$ cat src/rtl/rf_wb_arbiter.sv
// Write-port arbiter for the register file, shared by pipeline WB (A) and the multi-cycle unit (B).
// It also holds the pending-write scoreboard. Optional B anti-starvation: define RF_ARB_STARVE_EN.
module rf_wb_arbiter #(
  parameter int DATA_W       = 32,
  parameter int ADDR_W       = 5,
  parameter int STARVE_LIMIT = 4
) (
  input  logic              clk,
  input  logic              rst_n,
  input  logic              a_valid,
  output logic              a_ready,
  input  logic [ADDR_W-1:0] a_addr,
  input  logic [DATA_W-1:0] a_data,
  input  logic              b_valid,
  output logic              b_ready,
  input  logic [ADDR_W-1:0] b_addr,
  input  logic [DATA_W-1:0] b_data,
  input  logic              claim_en,
  input  logic [ADDR_W-1:0] claim_addr,
  input  logic [ADDR_W-1:0] chk_addr1,
  input  logic [ADDR_W-1:0] chk_addr2,
  output logic              chk_busy1,
  output logic              chk_busy2,
  output logic              claim_err,
  output logic              rf_we,
  output logic [ADDR_W-1:0] rf_wa,
  output logic [DATA_W-1:0] rf_wd
);

  localparam int NREG = 1 << ADDR_W;

  logic            force_b;
  logic            a_xfer;
  logic            b_xfer;
  logic            a_wr;
  logic            b_wr;
  logic            claim_set;
  logic [NREG-1:0] pending;
  logic [NREG-1:0] pending_nxt;

`ifdef RF_ARB_STARVE_EN
  // B starvation timer: a down-counter loaded with the limit, and B is forced at terminal count.
  localparam int CW = (STARVE_LIMIT < 1) ? 1 : $clog2(STARVE_LIMIT + 1);
  localparam logic [CW-1:0] STARVE_LOAD = CW'(STARVE_LIMIT);

  logic [CW-1:0] starve_left;

  assign force_b = (starve_left == '0);

  always_ff @(posedge clk) begin
    if (!rst_n) begin
      starve_left <= STARVE_LOAD;
    end else if (!b_valid || b_xfer) begin
      starve_left <= STARVE_LOAD;
    end else if (!force_b) begin
      starve_left <= starve_left - 1'b1;
    end
  end
`else
  assign force_b = 1'b0;
`endif

  assign a_ready = rst_n && !force_b;
  assign b_ready = rst_n && (!a_valid || force_b);

  assign a_xfer    = a_valid && a_ready;
  assign b_xfer    = b_valid && b_ready && !a_xfer;
  assign a_wr      = a_xfer && (a_addr != '0);
  assign b_wr      = b_xfer && (b_addr != '0);
  assign claim_set = claim_en && (claim_addr != '0);

  // A write to r0 is accepted but leaves the write port (including wa/wd) untouched.
  always_ff @(posedge clk) begin
    if (!rst_n) begin
      rf_we <= 1'b0;
      rf_wa <= '0;
      rf_wd <= '0;
    end else begin
      rf_we <= a_wr || b_wr;
      if (a_wr) begin
        rf_wa <= a_addr;
        rf_wd <= a_data;
      end else if (b_wr) begin
        rf_wa <= b_addr;
        rf_wd <= b_data;
      end
    end
  end

  // When a claim and a B clear hit the same register in one cycle, the claim is applied last.
  always_comb begin
    pending_nxt = pending;
    if (b_wr) begin
      pending_nxt[b_addr] = 1'b0;
    end
    if (claim_set) begin
      pending_nxt[claim_addr] = 1'b1;
    end
  end

  always_ff @(posedge clk) begin
    if (!rst_n) begin
      pending   <= '0;
      claim_err <= 1'b0;
    end else begin
      pending <= pending_nxt;
      if (claim_set && pending[claim_addr]) begin
        claim_err <= 1'b1;
      end
    end
  end

  assign chk_busy1 = (chk_addr1 != '0) && pending[chk_addr1];
  assign chk_busy2 = (chk_addr2 != '0) && pending[chk_addr2];

endmodule

$ cat config.mk
export PLATFORM = sky130hd
export DESIGN_NAME = rf_wb_arbiter
export DESIGN_NICKNAME = d
export VERILOG_FILES = /design/src/rtl/rf_wb_arbiter.sv
export SDC_FILE = /design/constraint.sdc
export NUM_CORES = 1
export LEC_CHECK = 0
export BUFFER_PORTS_ARGS = -buffer_cell sky130_fd_sc_hd__clkbuf_2
export CAP_MARGIN = 10
export CORE_MARGIN = 5
export CORE_UTILIZATION = 45
export DETAILED_ROUTE_END_ITERATION = 7
export HOLD_SLACK_MARGIN = 0.15
export PLACE_DENSITY_LB_ADDON = 0.15
export REMOVE_ABC_BUFFERS = 1
export SYNTH_ARGS = -nofsm -noshare
export SYNTH_HDL_FRONTEND = slang
export SYNTH_SLANG_ARGS = --single-unit
$ cat constraint.sdc
create_clock -name clk -period 3.05 [get_ports clk]
set_clock_uncertainty 0.05 [all_clocks]
set_input_delay 0.1525 -clock clk [delete_from_list [all_inputs] [get_ports clk]]
set_output_delay 0.1525 -clock clk [all_outputs]
set_load 0.02 [all_outputs]
* Yosys cells after proc, flatten, opt, wreduce, memory -nomap -nowiden
Index checks and enable logic that the tools add are counted.
** Storage, ports and cells
- Register bits after elaboration :: 71
- Bits of input ports :: 94
- Word-level logic and storage cells :: 51
** Cells by class
- $lt $le $gt $ge :: 6
- Mux-type cells :: 16
- Bitwise gates (word level) :: 3
- Reduce and logical (&&, ||, !) cells :: 21
** Operators by type and width (count)
- 32-bit two-way mux :: 4
- 32-bit bitwise AND :: 1
- 32-bit inverter :: 1
- 32-bit bitwise OR :: 1
- 5-bit nonzero test :: 5
- 5-bit by 6-bit < comparator with 1-bit output, second input constant :: 4
- 1-bit binary-select mux with 5-bit select :: 3
- 1-bit logical AND :: 12
- 1-bit demux with 5-bit select :: 2
- 5-bit by 1-bit >= comparator with 1-bit output, second input constant :: 2
- 5-bit two-way mux :: 2
- 1-bit two-way mux :: 5
- 1-bit zero test :: 2
- 2-bit nonzero test :: 1
- 1-bit logical OR :: 1

* Longest topological paths before layout
Gate-level depths: netlist of run 1.
- Word-level depth :: 9
- Mapped depth :: 7

* Least setup slack after synthesis of run 1
OpenSTA, ideal clock, no wires.
- Path kind :: input-to-output
- Start :: input chk_addr2[1]
- End :: output chk_busy2
- Data arrival time :: 1701 ps
- Data required time :: 2847 ps
- Slack :: 1146 ps
- Stages :: 4
- Cells stage by stage :: clkbuf_1 mux4_2 mux4_2 mux2_2
** Between the ends
- Word-level cells in the longest chain between the ends :: 3
** RTL lines
- from (decl) :: RTL line 21 : input logic [ADDR_W-1:0] chk_addr2,
- 1-bit binary-select mux with 5-bit select :: RTL line 114 : assign chk_busy2 = (chk_addr2 != '0) && pending[chk_addr2];
- 1-bit two-way mux (not written as such) :: RTL line 114
- 1-bit logical AND * :: RTL line 114
- to (decl) :: RTL line 23 : output logic chk_busy2,
Mark *: on every way between the ends. The rest lies on a longest branch, timed or not. The select of a mux whose other input is x is not followed.

* Final worst setup path of run 1
- Start :: input a_addr[2]
- End :: register rf_wd[22]
** Between the ends
- Word-level cells in the longest chain between the ends :: 3
** RTL lines
- from (decl) :: RTL line 12 : input logic [ADDR_W-1:0] a_addr,
- 5-bit nonzero test * :: RTL line 68 : assign a_wr = a_xfer && (a_addr != '0);
- 1-bit logical AND * :: RTL line 68
- 32-bit two-way mux or 2-bit nonzero test (tied branches)
- to (signal assigned) :: RTL line 82 : rf_wd <= a_data;
- to (signal assigned) :: RTL line 85 : rf_wd <= b_data;
- to (decl) :: RTL line 27 : output logic [DATA_W-1:0] rf_wd
Mark *: on every way between the ends. The rest lies on a longest branch, timed or not.
A chain may end at the register's enable or synchronous reset.

==> results of run 1 <==
layout make-up:
type                    instances  area, sq um  share of cell area
clock buffers                  10        137.6             0.02586
clock inverters                 5        82.58             0.01552
inverters                      42        157.7             0.02963
multi-input cells             254         1944              0.3654
flip-flops and latches         71         1421              0.2671
well taps                     105        131.4             0.02469
repair buffers                214         1446              0.2718
per-layer routing:
| layer | global-route usage | share of wire |
|---|---|---|
| met5 | 0 | 0 |
| met3 | 0.08270 | 0.10 |
| met4 | 0.09534 | 0.022 |
| met2 | 0.4332 | 0.49 |
| met1 | 0.3142 | 0.39 |
cell usage in the layout, fill, tap and decap left out, drive strengths merged, types with 6 or more instances in the layout:
master and instances:
dfxtp 71, clkbuf 146, inv 42, buf 6, nand2b 8, nor2 7
o21ai 28, dlygate4sd3 72, o211ai 6, nand3 6, a21oi 60, o221ai 35
mux4 25, nand2 36
through the flow:
| stage | setup TNS, ps | total power [mW] | hold WS (ps) |
|---|---|---|---|
| floorplan | -847.5 | 1.204 | 204.9 |
| global placement | 0 | 1.388 | 381.5 |
| detailed placement | 0 | 1.396 | 385.7 |
| CTS | 0 | 2.292 | 161.1 |
| global route | 0 | 2.397 | 215.7 |
| finish | 0 | 2.298 | 171.0 |
cell usage after synthesis, drive strengths merged:
cell / instances / area [sq um]
a21boi: 1 / 7.510
a21oi: 60 / 300.3
a221oi: 1 / 8.760
a31o: 1 / 8.760
a32o: 4 / 40.04
a41oi: 2 / 17.52
and2: 3 / 18.77
and3: 1 / 6.260
and3b: 1 / 8.760
and4b: 1 / 10.01
buf: 20 / 98.85
clkbuf: 15 / 56.30
dfxtp: 71 / 1421
inv: 42 / 157.7
mux2: 3 / 33.78
mux2i: 5 / 50.05
mux4: 25 / 563.0
nand2: 36 / 135.1
nand2b: 8 / 50.05
nand3: 6 / 30.03
nand3b: 2 / 15.01
nand4: 1 / 6.260
nor2: 7 / 26.28
nor2b: 5 / 31.28
nor3: 3 / 15.01
nor4: 2 / 12.51
nor4bb: 1 / 10.01
o211ai: 6 / 50.05
o21ai: 28 / 140.1
o221ai: 35 / 306.5
o22ai: 1 / 6.260
o31ai: 1 / 7.510
o32ai: 1 / 8.760
or2: 1 / 6.260
or3: 1 / 6.260
or4: 1 / 7.510
cell families (layout without fill, tap and decap cells):
family,after synthesis,after routing,share of synthesized area
muxes,33,33,0.1759
and+or+nand+nor,80,80,0.1075
DFF,71,71,0.3864
AOI/OAI and AO/OA,141,141,0.2452
buffers and inverters,77,271,0.08503
flip-flops by register name, summed over array words and instances (netlist names):
signal and cells:
rf_wd 32, rf_wa 5, pending 32, rf_we 1
claim_err 1
power by group:
| group | internal, mW | switching, mW | total [mW] |
|---|---|---|---|
| Combinational | 0.215 | 0.252 | 0.467 |
| Sequential | 0.975 | 0.0298 | 1.00 |
| Clock | 0.478 | 0.348 | 0.826 |
worst max path at each step:
stage | end | from | slack (ps)
after global routing | rf_wd[11]$_SDFFE_PN0P_ | a_addr[2] | 300
after global placement | chk_busy2 | chk_addr2[0] | 1050
after CTS | rf_wd[22]$_SDFFE_PN0P_ | a_addr[2] | 500
final | rf_wd[22]$_SDFFE_PN0P_ | a_addr[2] | 420
after detailed placement | chk_busy2 | chk_addr2[0] | 1010
after floorplan | rf_wa[0]$_SDFFE_PN0P_ | b_addr[2] | -90
worst max-delay path: stages:
cell           delay, ps
dlygate4sd3_1        540
clkbuf_2             130
or4_1                530
o211ai_2             160
buf_4                380
o221ai_1             210
dlygate4sd3_1        610
a21oi_1              120
timing repair:
item                      4_1_cts  5_1_grt
hold endpoints to repair       38        0
hold buffers                   72        0
buffers inserted                0        0
==> metrics.txt, run 1 <==
outcome complete, no violations; Die Ht 100.4 um; Yosys warning count 0; CP endpoint kind flip-flop; slew margin rel. 0.5269; Syn Inst Count 402; layout cells sized above 1 0.3154; FF-to-FF path depth 4; initial antenna violation count 0; Finished Layout Cells 701; launch point of the worst reg-to-reg path pending[24]$_SDFF_PN0_; GR Util All Layers 0.2598; final worst path period share 0.8613; first-pass GRT wire length 20.74 mm; final hold violation count 0; drt via density 5.759; final core utilization 0.6575; maximum root-to-sink buffer count 2; # DRC 0; WP data required 3270 ps; global route overflow 0; worst vdd ir 299.1 uV; Seq/Total Area, Yosys 0.3864; CP Max Fanout 38; r2r setup slk 1520 ps; drt initial violations 250; Hold EP rf_wa[1]$_SDFFE_PN0P_; Final HPWL DP 8.490 mm; area grow syn2layout 44.66%; syn avg cell area 9.151 sq um; f_max 0.3807 GHz; H-tree lvl count 3; die area 0.01008 sq mm; fillers 660; Hold Path Class in2reg; core box area 0.008093 sq mm; Finished Cell Area 0.005321 sq mm; critical path type in2reg; Row Count 33; clk slew on worst S/H paths 80 ps; wire length per cell 18.25 um; vias in the first global route 4,138; final setup margin 423.1 ps; DRT antenna net count 0; GPL Wtd Cong 0.8778; Max-Cap Viols 0; total CTS buffers 9; Worst-Skew Late Latency 340 ps; CTS tree yes; Cell variety after synth 39; Hold Path Stages 3; placed cell areas 0.004380 sq mm; min-delay src b_addr[1]; synthesized area 0.003679 sq mm; I/O Buffers 136; Pleak 2.158 nW; largest net degree at the start of global routing 39; unrepaired setup endpoints after global routing false; FF-to-FF End claim_err$_SDFFE_PN0P_; root buffer cell clkbuf_8; pin slew with the least headroom to its limit 700.1 ps; Final setup viols 0; Tmin final 2627 ps; Vias 4,037; Placed Cells 614; Worst setup SP type input port; antenna cell count 0; die width 100.4 um; pwr/cell area 431.9 mW/mm^2; final net count 686; Initial DRT Pass Iterations 5; IO Pins 137; initial core utilization 0.4545; Resized Gates After CTS 0; clock sinks 71; fin. max-slew vios 0; pre-CTS setup slack 1006 ps; Crit path arrival time 2850 ps; Synth Register Bits 71; Post-Route WL 12.79 mm
Note: power is estimated with default switching activity, not from simulation.
==> inputs of run 2 (changes only) <==
--- a/config.mk
+++ b/config.mk
@@ -5,11 +5,12 @@
 export SDC_FILE = /design/constraint.sdc
 export NUM_CORES = 1
 export LEC_CHECK = 0
-export BUFFER_PORTS_ARGS = -buffer_cell sky130_fd_sc_hd__clkbuf_2
 export CAP_MARGIN = 10
 export CORE_MARGIN = 5
 export CORE_UTILIZATION = 45
+export CTS_CLUSTER_DIAMETER = 30
 export DETAILED_ROUTE_END_ITERATION = 7
+export DONT_BUFFER_PORTS = 1
 export HOLD_SLACK_MARGIN = 0.15
 export PLACE_DENSITY_LB_ADDON = 0.15
 export REMOVE_ABC_BUFFERS = 1
==> constraint.sdc (replaced) <==
create_clock -name clk -period 2.6 [get_ports clk]
set_clock_uncertainty 0.05 [all_clocks]
set_input_delay 0.13 -clock clk [delete_from_list [all_inputs] [get_ports clk]]
set_output_delay 0.13 -clock clk [all_outputs]
set_load 0.02 [all_outputs]
==> run 2 against run 1 <==
  * Clock power grew 17%
  * Global-route usage shrank 0.49 points
  * Critical path type is now reg2reg
  * Wire length shrank 1.1%
  * Sequential share of layout area grew 2.5 points
  * Sequential power grew 25%
  * Count of clock-buffer cells in the layout grew 1
  * Core utilization shrank 5.7 points
  * Register-to-register slack lost 1300 ps
  * Critical path depth shrank 2
  * Worst hold slack gained 3.6 ps
  * Non-clock buffer count shrank 116
==> metrics.txt, run 2 (same netlist as run 1, synthesis figures left out) <==
register area 0.001421 sq mm (unchanged); launch point of the worst reg-to-reg path pending[7]$_SDFF_PN0_; critical path type reg2reg; Max-Cap Viols 0 (unchanged); Worst-Skew Late Latency 360 ps (+20 ps); drt via density 6.101 (+5.9%); antenna cell count 0 (unchanged); total CTS buffers 9 (unchanged); fin. max-slew vios 0 (unchanged); clock sinks 71 (unchanged); Hold Path Stages 4 (+1); Power Total 2.567 mW (+12%); Worst setup SP type flip-flop; wire length per cell 21.58 um (+18%); GPL Wtd Cong 0.8644 (-1.5%); pin slew with the least headroom to its limit 802.6 ps (+102.4 ps); final core utilization 0.6003 (-0.05721); final worst path period share 0.9308; area grow syn2layout 32.07%; H-tree lvl count 3 (unchanged); most frequent CP cell dlygate4sd3_1; WP data required 2800 ps (-470 ps); f_max 0.4132 GHz; initial core utilization 0.4545 (unchanged); Initial DRT Pass Iterations 7 (+2); root buffer cell clkbuf_8; global route overflow 0 (unchanged); slew margin rel. 0.4630 (-0.06391); final hold violation count 0 (unchanged); clk slew on worst S/H paths 80 ps (about the same); I/O Buffers 0 (-100%); DRT antenna net count 0 (unchanged); fillers 697 (+5.6%); FF-to-FF End claim_err$_SDFFE_PN0P_; CP max stage cell dlygate4sd3_1; Hold Path Class in2reg; initial antenna violation count 0 (unchanged); largest net degree at the start of global routing 48 (+23%); final net count 570 (-17%); Die Ht 100.4 um (unchanged); r2r setup slk 180 ps (-1340 ps); largest registers pending (32), rf_wd (32), rf_wa (5); vias in the first global route 3,727 (-9.9%); commonest non-fill, non-tap cell in the layout dlygate4sd3_1; Multi-input gate area 0.001944 sq mm (unchanged); Tmin final 2420 ps; maximum root-to-sink buffer count 2 (unchanged); core box area 0.008093 sq mm (unchanged); CP Max Fanout 4 (-89%); Max stage delay on crit path 570 ps (-40 ps); GR Util All Layers 0.2549 (-0.004903); die area 0.01008 sq mm (unchanged); Crit path arrival time 2620 ps (-230 ps); commonest cells after routing, fill and taps aside 91 x dlygate4sd3_1, 71 x dfxtp_1, 60 x a21oi_1; final setup margin 179.8 ps (-243.3 ps); worst-path cell chain mux4_2, nand3b_1, a31o_2, dlygate4sd3_1, a41oi_1, dlygate4sd3_1; pre-CTS setup slack 793.5 ps (-212.8 ps); Final HPWL DP 7.506 mm (-12%); Hold EP pending[29]$_SDFF_PN0_; CP endpoint kind flip-flop; Vias 3,575 (-11%); CTS tree yes; Final setup viols 0 (unchanged); IO Pins 137 (unchanged); Pleak 1.684 nW (-22%); unrepaired setup endpoints after global routing false; FF-to-FF path depth 6 (+2); worst vdd ir 377.6 uV (+26%); outcome complete, no violations; # DRC 0 (unchanged); pwr/cell area 528.4 mW/mm^2 (+22%); layout cells sized above 1 0.1123 (-0.2032); Post-Route WL 12.65 mm (-1.1%); die width 100.4 um (unchanged); min-delay src claim_addr[0]; first-pass GRT wire length 19.89 mm (-4.1%); Row Count 33 (unchanged); drt initial violations 199 (-20%)
-- run 2: cell types whose count changed in the layout (fill, tap and decap cells not counted), moves of 2 or more --
cell,change
buf_12,+2
clkbuf_2,-136
clkinvlp_4,-2
dlygate4sd3_1,+19
inv_6,+2
-- run 2: what timing repair did --
item,CTS,global route
resized for setup,0,0
hold buffers,92,0
setup buffers,0,0
endpoints found under the hold margin,70,0
setup endpoints to repair,0,0
-- run 2: area by class of cell --
type,count,area share
flip-flops and latches,71,0.2926
repair buffers,98,0.2035
well taps,105,0.02704
inverters,42,0.03245
clock buffers,11,0.03116
multi-input cells,254,0.4002
clock inverters,5,0.01313
-- run 2: critical path: cells and delay by family, from the launching register on --
| kind | cells | cell delay, ps |
|---|---|---|
| compound gates | 2 | 240 |
| buf+inv | 2 | 1110 |
| flops | 1 | 330 |
| mux | 1 | 480 |
| simple gates | 1 | 90 |
-- run 2: worst max-delay path by stage --
stage,from,end,slack [ps],cells after the start
6_report,pending[7]$_SDFF_PN0_,claim_err$_SDFFE_PN0P_,180,6
5_1_grt,pending[5]$_SDFF_PN0_,claim_err$_SDFFE_PN0P_,60,6
4_1_cts,pending[3]$_SDFF_PN0_,claim_err$_SDFFE_PN0P_,210,6
3_5_place_dp,pending[21]$_SDFF_PN0_,chk_busy1,790,3
3_3_place_gp,pending[26]$_SDFF_PN0_,chk_busy2,820,3
2_1_floorplan,b_addr[2],rf_wa[0]$_SDFFE_PN0P_,-520,4
-- run 2: where the power goes --
| part | switching (mW) | leakage (nW) | internal [mW] |
|---|---|---|---|
| Clock | 0.458 | 0.107 | 0.504 |
| Combinational | 0.160 | 0.996 | 0.195 |
| Sequential | 0.106 | 0.581 | 1.14 |
| Total | 0.724 | 1.68 | 1.84 |
-- run 2: stage by stage --
step	hold WS, ps	area [sq um]	TNS, ps	std cells
final	174.5	4858	0	586
after global routing	183.5	4858	0	586
after CTS	150.4	4858	0	586
after detailed placement	192.8	3712	0	478
after global placement	189.0	3712	0	478
after floorplan	182.4	3523	-16620	367
-- run 2: metal layers --
layer / share of wire / routed length [um] / global-route usage / up-vias
met3: 0.11 / 1331 / 0.08895 / 34
li1: - / - / - / 1632
met1: 0.38 / 4785 / 0.2971 / 1704
met2: 0.49 / 6180 / 0.4225 / 205
met4: 0.028 / 349 / 0.1130 / 0
met5: 0 / 0 / 0 / -
==> inputs of run 3 (changes only) <==
--- a/config.mk
+++ b/config.mk
@@ -5,9 +5,12 @@
 export SDC_FILE = /design/constraint.sdc
 export NUM_CORES = 1
 export LEC_CHECK = 0
+export ABC_AREA = 1
 export CAP_MARGIN = 10
+export CELL_PAD_IN_SITES_DETAIL_PLACEMENT = 1
+export CELL_PAD_IN_SITES_GLOBAL_PLACEMENT = 2
 export CORE_MARGIN = 5
-export CORE_UTILIZATION = 45
+export CORE_UTILIZATION = 32
 export CTS_CLUSTER_DIAMETER = 30
 export DETAILED_ROUTE_END_ITERATION = 7
 export DONT_BUFFER_PORTS = 1
==> run 3 against run 2 <==
  * Setup slack got worse by 14 ps
  * Fmax fell by 0.56%
  * Clock power rose by 29%
  * Critical endpoint is now rf_wd[9]$_SDFFE_PN0P_
  * Largest power group unchanged
==> metrics.txt, run 3 <==
area grow syn2layout 34.50%; Final HPWL DP 10.71 mm (+43%); slew margin rel. 0.6688 (+0.2058); Async S/R FF share, synth 0 (unchanged); Initial DRT Pass Iterations 4 (-3); syn avg cell area 6.581 sq um (-28%); worst-path cell chain dlygate4sd3_1, nor3_2, nand2_1, nand2_4, nor2_1, dlygate4sd3_1, nor2_1, dlygate4sd3_1; unrepaired setup endpoints after global routing false; DRT antenna net count 0 (unchanged); worst path buffer plus inverter count 3 (+1); Vias 4,434 (+24%); Post-Route WL 16.22 mm (+28%); Hold Path Class in2reg; list of most frequent post-synthesis cells 110 x nand2_1, 103 x nor2_1, 71 x dfxtp_1, 62 x o21ai_0, 58 x a21oi_1; I/O Buffers 0 (unchanged); Synth Register Bits 71 (unchanged); Worst-Skew Late Latency 340 ps (-20 ps); Hold EP pending[10]$_SDFF_PN0_; Max stage delay on crit path 610 ps (+40 ps); Clk pwr share 0.426 (+0.051); synthesized area 0.003830 sq mm (+4.1%); postcts setup bufs 0 (unchanged); Hold Path Stages 4 (unchanged); Worst path top cell family by delay buffers and inverters; Sw Share 0.2770 (-0.005106); Cell variety after synth 26 (-33%); Seq pwr share 0.430 (-0.057); Hold Slack 150.9 ps (-23.64 ps); wire length per cell 20.02 um (-7.2%); final net count 752 (+32%); initial core utilization 0.3229 (-0.1317); total CTS buffers 9 (unchanged); Syn Inst Count 582 (+45%); ranking of synthesized cells by area dfxtp_1 37%, nand2_1 11%, nor2_1 10%; post-synth top area cell dfxtp_1; min-delay src b_addr[4]; FF-to-FF End rf_wd[16]$_SDFFE_PN0P_; pwr/cell area 566.8 mW/mm^2 (+7.3%); placed cell areas 0.003901 sq mm (+5.1%); Tmin final 2434 ps (+13.52 ps); largest registers pending (32), rf_wd (32), rf_wa (5); pin slew with the least headroom to its limit 493.0 ps (-309.6 ps); Max-Cap Viols 0 (unchanged); global route overflow 0 (unchanged); FF-to-FF path depth 3 (-3); Post-synth EDFFs 0 (unchanged); WP data required 2830 ps (+30 ps); clk slew on worst S/H paths 60 ps (-20 ps); fin. max-slew vios 0 (unchanged); antenna cell count 0 (unchanged); IO Pins 137 (unchanged); launch point of the worst reg-to-reg path rf_wd[16]$_SDFFE_PN0P_; Finished Cell Area 0.005151 sq mm (+6.0%); Yosys warning count 0 (unchanged); setup TNS 0 ps (unchanged); commonest cells after routing, fill and taps aside 110 x nand2_1, 102 x nor2_1, 88 x dlygate4sd3_1; clock sinks 71 (unchanged); Crit path arrival time 2660 ps (+40 ps); layout cells sized above 1 0.04827 (-0.06400); CTS tree yes; Worst setup SP type input port; commonest non-fill, non-tap cell in the layout nand2_1; Seq/Total Area, Yosys 0.3711 (-0.01527); initial antenna violation count 0 (unchanged); core box area 0.01186 sq mm (+47%); CP Max Fanout 10 (+6); root buffer cell clkbuf_16; Pleak 2.096 nW (+24%); ys flop type dfxtp_1; final worst path period share 0.9360 (+0.005198); final hold violation count 0 (unchanged); first-pass GRT wire length 26.25 mm (+32%); f_max 0.4109 GHz (-0.56%); top cell type's share of synthesized area 0.3711 (-0.01527); die area 0.01426 sq mm (+41%); GPL Wtd Cong 0.8319 (-3.8%); Die Ht 119.4 um (+19%); Row Count 40 (+21%); largest net degree at the start of global routing 40 (-17%); most numerous cell in the Yosys netlist nand2_1; worst vdd ir 398.3 uV (+5.5%); r2r setup slk 1080 ps (+900 ps); CP max stage cell dlygate4sd3_1; outcome complete, no violations; vias in the first global route 4,870 (+31%); drt via density 5.474 (-10%); GR Util All Layers 0.2326 (-0.02231); # DRC 0 (unchanged); die width 119.4 um (+19%); internal power 2.111 mW (+15%); maximum root-to-sink buffer count 2 (unchanged); combinational share of power 0.144 (+0.006); P_sw 0.8088 mW (+12%); most frequent CP cell dlygate4sd3_1; Final setup viols 0 (unchanged); CP endpoint kind flip-flop; H-tree lvl count 3 (unchanged); drt initial violations 220 (+11%); critical path type in2reg
## run 3: worst max-delay path by stage
stage	start	to	slack (ps)	cells past startpoint
floorplan	a_addr[1]	rf_wa[0]$_SDFFE_PN0P_	710	6
global placement	b_addr[2]	rf_wd[22]$_SDFFE_PN0P_	950	6
detailed placement	b_addr[2]	rf_wd[25]$_SDFFE_PN0P_	840	6
CTS	b_addr[2]	rf_wd[25]$_SDFFE_PN0P_	7	8
global route	b_addr[2]	rf_wd[9]$_SDFFE_PN0P_	60	8
finish	b_addr[2]	rf_wd[9]$_SDFFE_PN0P_	170	8
## run 3: power by group through the flow
| stage | Sequential, mW | Clock [mW] | Combinational (mW) |
|---|---|---|---|
| 2_1_floorplan | 1.26 | 0 | 0.192 |
| 3_3_place_gp | 1.28 | 0 | 0.250 |
| 3_5_place_dp | 1.28 | 0 | 0.261 |
| 4_1_cts | 1.25 | 1.26 | 0.402 |
| 5_1_grt | 1.26 | 1.32 | 0.466 |
| 6_report | 1.26 | 1.24 | 0.420 |
## run 3: final cells by class
cell class / count / area, sq um
clock buffers: 11 / 242.7
well taps: 147 / 183.9
clock inverters: 5 / 56.30
repair buffers: 95 / 955.9
flip-flops and latches: 71 / 1421
inverters: 49 / 183.9
fillers: 1474 / 6710
multi-input cells: 432 / 2107
## run 3: per-stage QoR
step	cells	util	power, mW	setup WS, ps
after CTS	810	0.4318	2.919	7.302
after floorplan	552	-	1.450	705.7
after detailed placement	703	0.3289	1.537	839.3
after global routing	810	0.4343	3.050	56.83
after global placement	703	0.3289	1.526	949.5
final	810	0.4343	2.920	166.3
## run 3: worst min-delay path: cells and delay by family
| kind | cells | cell delay (ps) |
|---|---|---|
| AO/OA/AOI/OAI | 2 | 170 |
| buffers and inverters | 1 | 40 |
| AND/OR/NAND/NOR | 1 | 150 |
## run 3: cells by family after synthesis
family                 synth area share
AO/OA/AOI/OAI                    0.2617
buffers and inverters           0.08526
AND/OR/NAND/NOR                  0.2819
flip-flops                       0.3711
## run 3: metal layers
layer / wire length (um) / track usage / vias to the layer above
met5: 0 / 0 / -
met4: 280 / 0.06657 / 0
met3: 1357 / 0.07360 / 19
met2: 7848 / 0.4069 / 141
met1: 6729 / 0.2724 / 2139
li1: - / - / 2135
## run 3: what timing repair did
item                                    CTS  global route
endpoints found under the setup margin    0            28
hold endpoints to repair                 70             0
hold buffers                             91             0
resized for setup                         0             7
